### src/rtl/jtag_pkg.sv
// rtl/jtag_pkg.sv - shared JTAG-to-AXI types and widths
package jtag_pkg;

  localparam int AFIFO_DEPTH = 4;
  localparam int SLOTS_W     = $clog2(AFIFO_DEPTH + 1);

  typedef struct packed {
    logic [31:0] addr;
    logic [31:0] data;
    logic [3:0]  strb;
    logic        write;
    logic [2:0]  size;
  } s_axi_jtag_info_t;

endpackage

### src/rtl/jtag_axi_req_buffer.sv
// rtl/jtag_axi_req_buffer.sv - first-word-fall-through request FIFO between JTAG data registers and AXI master
module jtag_axi_req_buffer
  import jtag_pkg::*;
#(
  parameter int FIFO_DEPTH = 4
) (
  input  logic                 tck,
  input  logic                 trstn,
  input  logic                 req_new_i,
  input  s_axi_jtag_info_t     axi_info_i,
  input  logic                 clear_i,
  output logic                 req_valid_o,
  input  logic                 req_ready_i,
  output s_axi_jtag_info_t     req_info_o,
  output logic [SLOTS_W-1:0]   fifo_slots_o,
  output logic                 overflow_o,
  output logic [7:0]           req_cnt_o
);

  localparam int PTR_W = $clog2(FIFO_DEPTH);

  s_axi_jtag_info_t     r_mem [FIFO_DEPTH];
  logic [PTR_W:0]       r_wr_ptr;
  logic [PTR_W:0]       r_rd_ptr;
  logic [SLOTS_W-1:0]   r_slots;
  logic                 r_overflow;
  logic [7:0]           r_req_cnt;

  logic [PTR_W:0]       w_count;
  logic [PTR_W:0]       w_count_nxt;
  logic                 w_empty;
  logic                 w_full;
  logic                 w_pop;
  logic                 w_push;
  logic                 w_drop;

  // Extra pointer bit distinguishes full (MSBs differ) from empty (equal).
  assign w_count     = r_wr_ptr - r_rd_ptr;
  assign w_empty     = (r_wr_ptr == r_rd_ptr);
  assign w_full      = (r_wr_ptr[PTR_W] != r_rd_ptr[PTR_W]) &&
                       (r_wr_ptr[PTR_W-1:0] == r_rd_ptr[PTR_W-1:0]);
  assign w_pop       = !w_empty && req_ready_i;
  // A pop on the same edge frees the slot, so a push into a full FIFO is still accepted.
  assign w_push      = req_new_i && (!w_full || w_pop);
  assign w_drop      = req_new_i && !w_push;
  assign w_count_nxt = w_count + (PTR_W+1)'(w_push) - (PTR_W+1)'(w_pop);

  always_ff @(posedge tck) begin
    if (w_push && !clear_i) begin
      r_mem[r_wr_ptr[PTR_W-1:0]] <= axi_info_i;
    end
  end

  always_ff @(posedge tck or negedge trstn) begin
    if (!trstn) begin
      r_wr_ptr   <= '0;
      r_rd_ptr   <= '0;
      r_slots    <= SLOTS_W'(FIFO_DEPTH);
      r_overflow <= 1'b0;
      r_req_cnt  <= 8'd0;
    end else if (clear_i) begin
      r_wr_ptr   <= '0;
      r_rd_ptr   <= '0;
      r_slots    <= SLOTS_W'(FIFO_DEPTH);
      r_overflow <= 1'b0;
    end else begin
      if (w_push) begin
        r_wr_ptr  <= r_wr_ptr + 1'b1;
        r_req_cnt <= r_req_cnt + 8'd1;
      end
      if (w_pop) begin
        r_rd_ptr <= r_rd_ptr + 1'b1;
      end
      if (w_drop) begin
        r_overflow <= 1'b1;
      end
      r_slots <= SLOTS_W'(FIFO_DEPTH) - SLOTS_W'(w_count_nxt);
    end
  end

  // Storage is not reset; gating the head on empty keeps stale entries invisible.
  assign req_valid_o  = !w_empty;
  assign req_info_o   = w_empty ? '0 : r_mem[r_rd_ptr[PTR_W-1:0]];
  assign fifo_slots_o = r_slots;
  assign overflow_o   = r_overflow;
  assign req_cnt_o    = r_req_cnt;

endmodule

### config.mk
export PLATFORM = sky130hd
export DESIGN_NAME = jtag_axi_req_buffer
export DESIGN_NICKNAME = d
export VERILOG_FILES = /design/src/rtl/jtag_pkg.sv /design/src/rtl/jtag_axi_req_buffer.sv
export SDC_FILE = /design/constraint.sdc
export NUM_CORES = 1
export LEC_CHECK = 0
export ABC_AREA = 1
export BUFFER_PORTS_ARGS = -buffer_cell sky130_fd_sc_hd__buf_2
export CAP_MARGIN = 20
export CORE_MARGIN = 3
export CORE_UTILIZATION = 45
export CTS_CLUSTER_DIAMETER = 120
export DETAILED_ROUTE_END_ITERATION = 7
export GPL_TIMING_DRIVEN = 0
export PLACE_DENSITY = 0.69
export SYNTH_ARGS = -nofsm -noshare
export SYNTH_HDL_FRONTEND = slang
export SYNTH_SLANG_ARGS = --single-unit
### constraint.sdc
create_clock -name tck -period 9.4 [get_ports tck]
set_clock_uncertainty 0.2 [all_clocks]
set_input_delay 1.41 -clock tck [delete_from_list [all_inputs] [get_ports tck]]
set_output_delay 1.41 -clock tck [all_outputs]
set_load 0.02 [all_outputs]
==> reports/results.ini, run 1 <==
[run_status]
outcome=complete, no violations

[power_and_ir_drop]
powerDensity_mw_per_mm2=227
peakVddDrop_mv=0.156
total_power_mw=3.39
leakage_nw=6.07

[setup_path]
critPathArrivalTime_ns=2.66
cp-start-kind=flip-flop
crit_fanout=10
endpoint_kind=output port
worstSetupPathType=reg -> out
cp.required_ns=7.79

[route]
drtPass1Iterations=5
ant_nets=0
wirelength_um=29500
viasPerCell=5.27
routedWlPerCell_um=18.7
route.detailed.drc=0
dr_total_vias=8300
drt_iter0_drc=783

[floorplan]
num_rows=60
die_area_mm2=0.0296
fp.dieH_um=172
die_x_um=172
start_util_pct=45.8
ios=162
core_area_mm2=0.0270

[global_route]
grt_pass1_vias=8273
grt_use_total_pct=19.9
antenna_found_initial=5
gr-total-overflow=0
grt_max_degree=28
grt_pass1_wl_um=45100

[sta]
hold_violations=0
period_needed_ns=4.27
setup_tns_ns=0
worst_pin_slew_ns=0.772
final_max_slew_viol_count=0
fmaxAchievable_mhz=234
setup_viol=0
rsz0062_at_grt=false
period_share_pct=45.4
slew_headroom_pct=48.4

[clocking]
clk_path_buf_depth=3
clockRootBuffer=clkbuf_16
post_cts_buffers=0
h-tree-depth=1
numCtsBuffers=31
holdBufCountCts=0
cts_tree=yes
cts_resized=0
clk_pin_slew_ns=0.06
clk_latency_ns=0.57
clkSinkCount=306

[place]
dp_cells=1514
dp_hpwl_um=18900
port_buffers=161
gp_congestion=0.798

[synthesis]
ys_ff_latch=306
syn_inst=1001
yosysWarnings=0
syn-cell-area_mm2=0.0124
syn_nets=1088
ys_types=26
yosysSeqAreaShare_pct=73.5
syn_area_per_cell_um2=12.4

[layout]
layout.nets=1293
final_common_cell=edfxtp_1
area_growth_pct=20.4
drive_gt1_share_pct=21.0
n_fill_cell=2235
final_cell_mix=288 x edfxtp_1, 179 x buf_2, 151 x nor2_1
fin_cells=1574

[worst_hold_path]
min_path_type=reg -> reg

[run]
cap_violations=0

## critical path, stage by stage, from the launching register on
cell and delay, ns:
dfrtp_1 0.48, buf_4 0.25, inv_2 0.08, buf_6 0.16, clkbuf_1 0.49, o21ai_0 0.15, o22ai_1 0.14, nand2_1 0.11
inv_1 0.06, buf_2 0.15
## synthesized netlist by cell type
library cell	n	area share (%)
edfxtp_1	288	70
nor2_1	155	4.7
o21ai_0	144	5.8
nand2_1	121	3.7
inv_1	93	2.8
o22ai_1	72	3.6
clkbuf_1	28	0.85
buf_2	18	0.73
dfrtp_1	17	3.4
nand4_1	15	0.76
buf_6	11	1.0
nand3_1	9	0.36
ha_1	8	0.81
xor2_1	4	0.28
nand2_2	3	0.15
buf_1	2	0.061
buf_4	2	0.12
fa_1	2	0.32
o21ai_1	2	0.081
a21oi_1	1	0.040
dfstp_2	1	0.21
inv_2	1	0.030
nand3_2	1	0.081
nand3b_1	1	0.061
nor2_4	1	0.091
xnor2_1	1	0.071
## sequential cells by signal, summed over array words and instances (netlist names)
name,count
overflow_o,1
r_mem,288
r_rd_ptr,3
fifo_slots_o,3
r_wr_ptr,3
req_cnt_o,8
## power by group
group          total [mW]  leakage [nW]  internal [mW]  switching [mW]
clock network        1.21         0.492          0.715           0.496
registers            1.56          2.85           1.54          0.0230
logic               0.614          2.72          0.190           0.424
## stage by stage
stage	hold slack [ns]	area [um^2]	setup slack (ns)	utilization [%]
after global placement	0.300	13600	1.04	50.4
after global routing	0.368	14900	4.96	55.2
final	0.320	14900	5.13	55.2
after detailed placement	0.312	13900	5.60	51.4
after floorplan	0.329	12400	3.89	-
after CTS	0.322	14900	5.09	55.2
## per-layer routing
| layer | wire length [um] | track usage, % | vias up |
|---|---|---|---|
| met4 | 891 | 7.64 | 6 |
| met3 | 2130 | 3.75 | 70 |
| met5 | 34 | 0 | - |
| met2 | 14300 | 32.6 | 321 |
| li1 | - | - | 3939 |
| met1 | 12100 | 26.5 | 3964 |
## cells by family after synthesis
family                     share of synthesized area [%]
and+or+nand+nor                                     9.87
DFF                                                 73.5
AOI/OAI and AO/OA                                   9.58
buffers and inverters                               5.61
adders and majority gates                           1.13
xor gates and xnor gates                           0.354
## layout make-up
type                    instances  area (um^2)  area share [%]
flip-flops and latches        306         9100            61.0
multi-input cells             540         2620            17.6
repair buffers                172         1050            7.03
clock buffers                  36          795            5.33
well taps                     341          427            2.86
inverters                      94          353            2.37
plain buffers                  61          342            2.29
clock inverters                22          223            1.49
diodes                          2         5.00          0.0336
## path summary, 6_finish.rpt
path / startpoint / to / slack, ns / cells after the start
max: r_rd_ptr[0] / req_info_o[54] / 5.13 / 9
min: overflow_o / overflow_o / 0.32 / 2
max reg2reg: r_rd_ptr[0] / r_mem[2][55] / 6.29 / 11
min reg2reg: overflow_o / overflow_o / 0.32 / 2
max in group asynchronous: trstn / fifo_slots_o[2] / 8.11 / 1
min in group asynchronous: trstn / req_cnt_o[0] / 0.57 / 1
(Power assumes the default switching activity.)
==> inputs of run 2 (changes only) <==
clock period = 4.2 ns   (was 9.4 ns; I/O delays follow)
==> run 2 against run 1 <==
Net effect:
- clock-buffer cell count did not move
- design area hardly changed
- worst hold slack lost 0.26 ns
- cell count increased by 0.13%
- core utilization hardly changed
- non-clock buffer count increased by 1
- largest power group unchanged
==> reports/results.ini, run 2 (synthesis results as in run 1) <==
[run_status]
outcome=complete, no violations

[global_route]
antenna_found_initial=5
grt_max_degree=28
grt_use_total_pct=19.9
grt_pass1_vias=8276
grt_pass1_wl_um=45100
gr-total-overflow=0

[sta]
period_share_pct=83.3
fin_hold_ws_ns=0.0630
fmaxAchievable_mhz=286
period_needed_ns=3.50
final_max_slew_viol_count=0
setup_viol=0
rsz0062_at_grt=false
slew_headroom_pct=48.0
worst_pin_slew_ns=0.779
hold_violations=0
layout_setup_ws_ns=0.701

[clocking]
holdBufCountCts=1
clk_latency_ns=0.57
clk_path_buf_depth=3
clockRootBuffer=clkbuf_16
numCtsBuffers=31
post_cts_buffers=0
clkSinkCount=306
h-tree-depth=1
cts_resized=0
cts_tree=yes
clk_pin_slew_ns=0.06

[setup_path]
cp.depth=9
r2r_slack_ns=1.09
r2r_cells=11
critPathArrivalTime_ns=2.67
critical_path.reg2reg.endpoint=r_mem[2][55]
endpoint_kind=output port
cp.required_ns=3.37
cp-start-kind=flip-flop
r2r_start=r_rd_ptr[0]
crit_slowest_cell=clkbuf_1
crit_fanout=10
crit_start=r_rd_ptr[0]
critPathMaxStageDelay_ns=0.50
worstSetupPathType=reg -> out
crit_buf_inv=6
critPathCapture=req_info_o[54]
crit_path_cell_trace=buf_4 -> inv_2 -> buf_6 -> clkbuf_1 -> o21ai_0 -> o22ai_1 -> nand2_1 -> inv_1 -> buf_2
crit_family=buffers and inverters

[power_and_ir_drop]
leakage_nw=6.08
powerDensity_mw_per_mm2=508
peakVddDrop_mv=0.352

[worst_hold_path]
min_path_type=in -> reg
min_from=axi_info_i[23]

[layout]
largest_reg_flops=288
drive_gt1_share_pct=20.9
regArea_mm2=0.00910
layout.nets=1294
multi_input_area_mm2=0.00262
final_cell_mix=288 x edfxtp_1, 179 x buf_2, 151 x nor2_1
area_growth_pct=20.5
final_common_cell=edfxtp_1
final_area_mm2=0.0149
n_fill_cell=2233
fin_cells=1576

[run]
cap_violations=0

[floorplan]
die_x_um=172
start_util_pct=45.8
core_area_mm2=0.0270
num_rows=60
ios=162
fp.dieH_um=172
die_area_mm2=0.0296

[place]
port_buffers=161
gp_congestion=0.798
dp_cells=1514
dp_hpwl_um=18900
dp_slack_ns=1.07
place_area_mm2=0.0139

[route]
route.detailed.drc=0
dr_total_vias=8270
ant_nets=0
drtPass1Iterations=5
routedWlPerCell_um=18.8
drt_iter0_drc=793
viasPerCell=5.25
wirelength_um=29600

## run 2: worst min-delay path by stage
stage / end / slack, ns / cells after the start
5_1_grt: r_mem[3][22] / 0.05 / 1
3_5_place_dp: overflow_o / 0.31 / 2
4_1_cts: r_mem[0][23] / 0.04 / 1
2_1_floorplan: fifo_slots_o[0] / 0.13 / 0
6_report: r_mem[2][23] / 0.06 / 1
3_3_place_gp: overflow_o / 0.30 / 2
## run 2: layout make-up
class	count	area share (%)
diodes	3	0.0503
plain buffers	61	2.29
clock buffers	36	5.32
clock inverters	22	1.49
inverters	94	2.36
multi-input cells	540	17.6
flip-flops and latches	306	61.0
well taps	341	2.86
repair buffers	173	7.09
## run 2: layer usage
layer | global-route usage, % | vias up | part of all wire [%]
met1 | 26.5 | 3960 | 41
li1 | - | 3945 | -
met2 | 32.6 | 293 | 49
met4 | 7.64 | 6 | 2.9
met3 | 3.75 | 66 | 6.9
met5 | 0 | - | 0.11
## run 2: per-stage QoR
stage | utilization [%] | TNS (ns) | total power [mW]
2_1_floorplan | - | -190.44 | 4.40
3_3_place_gp | 50.4 | -958.41 | 4.91
3_5_place_dp | 51.4 | 0 | 4.94
4_1_cts | 55.2 | 0 | 7.64
5_1_grt | 55.2 | 0 | 7.93
6_report | 55.2 | 0 | 7.58
## run 2: report_power, final
group          internal (mW)  switching [mW]  total [mW]
sequential              3.44          0.0517        3.49
combinational          0.427           0.951        1.38
clock                   1.60            1.11        2.71
total                   5.47            2.12        7.58
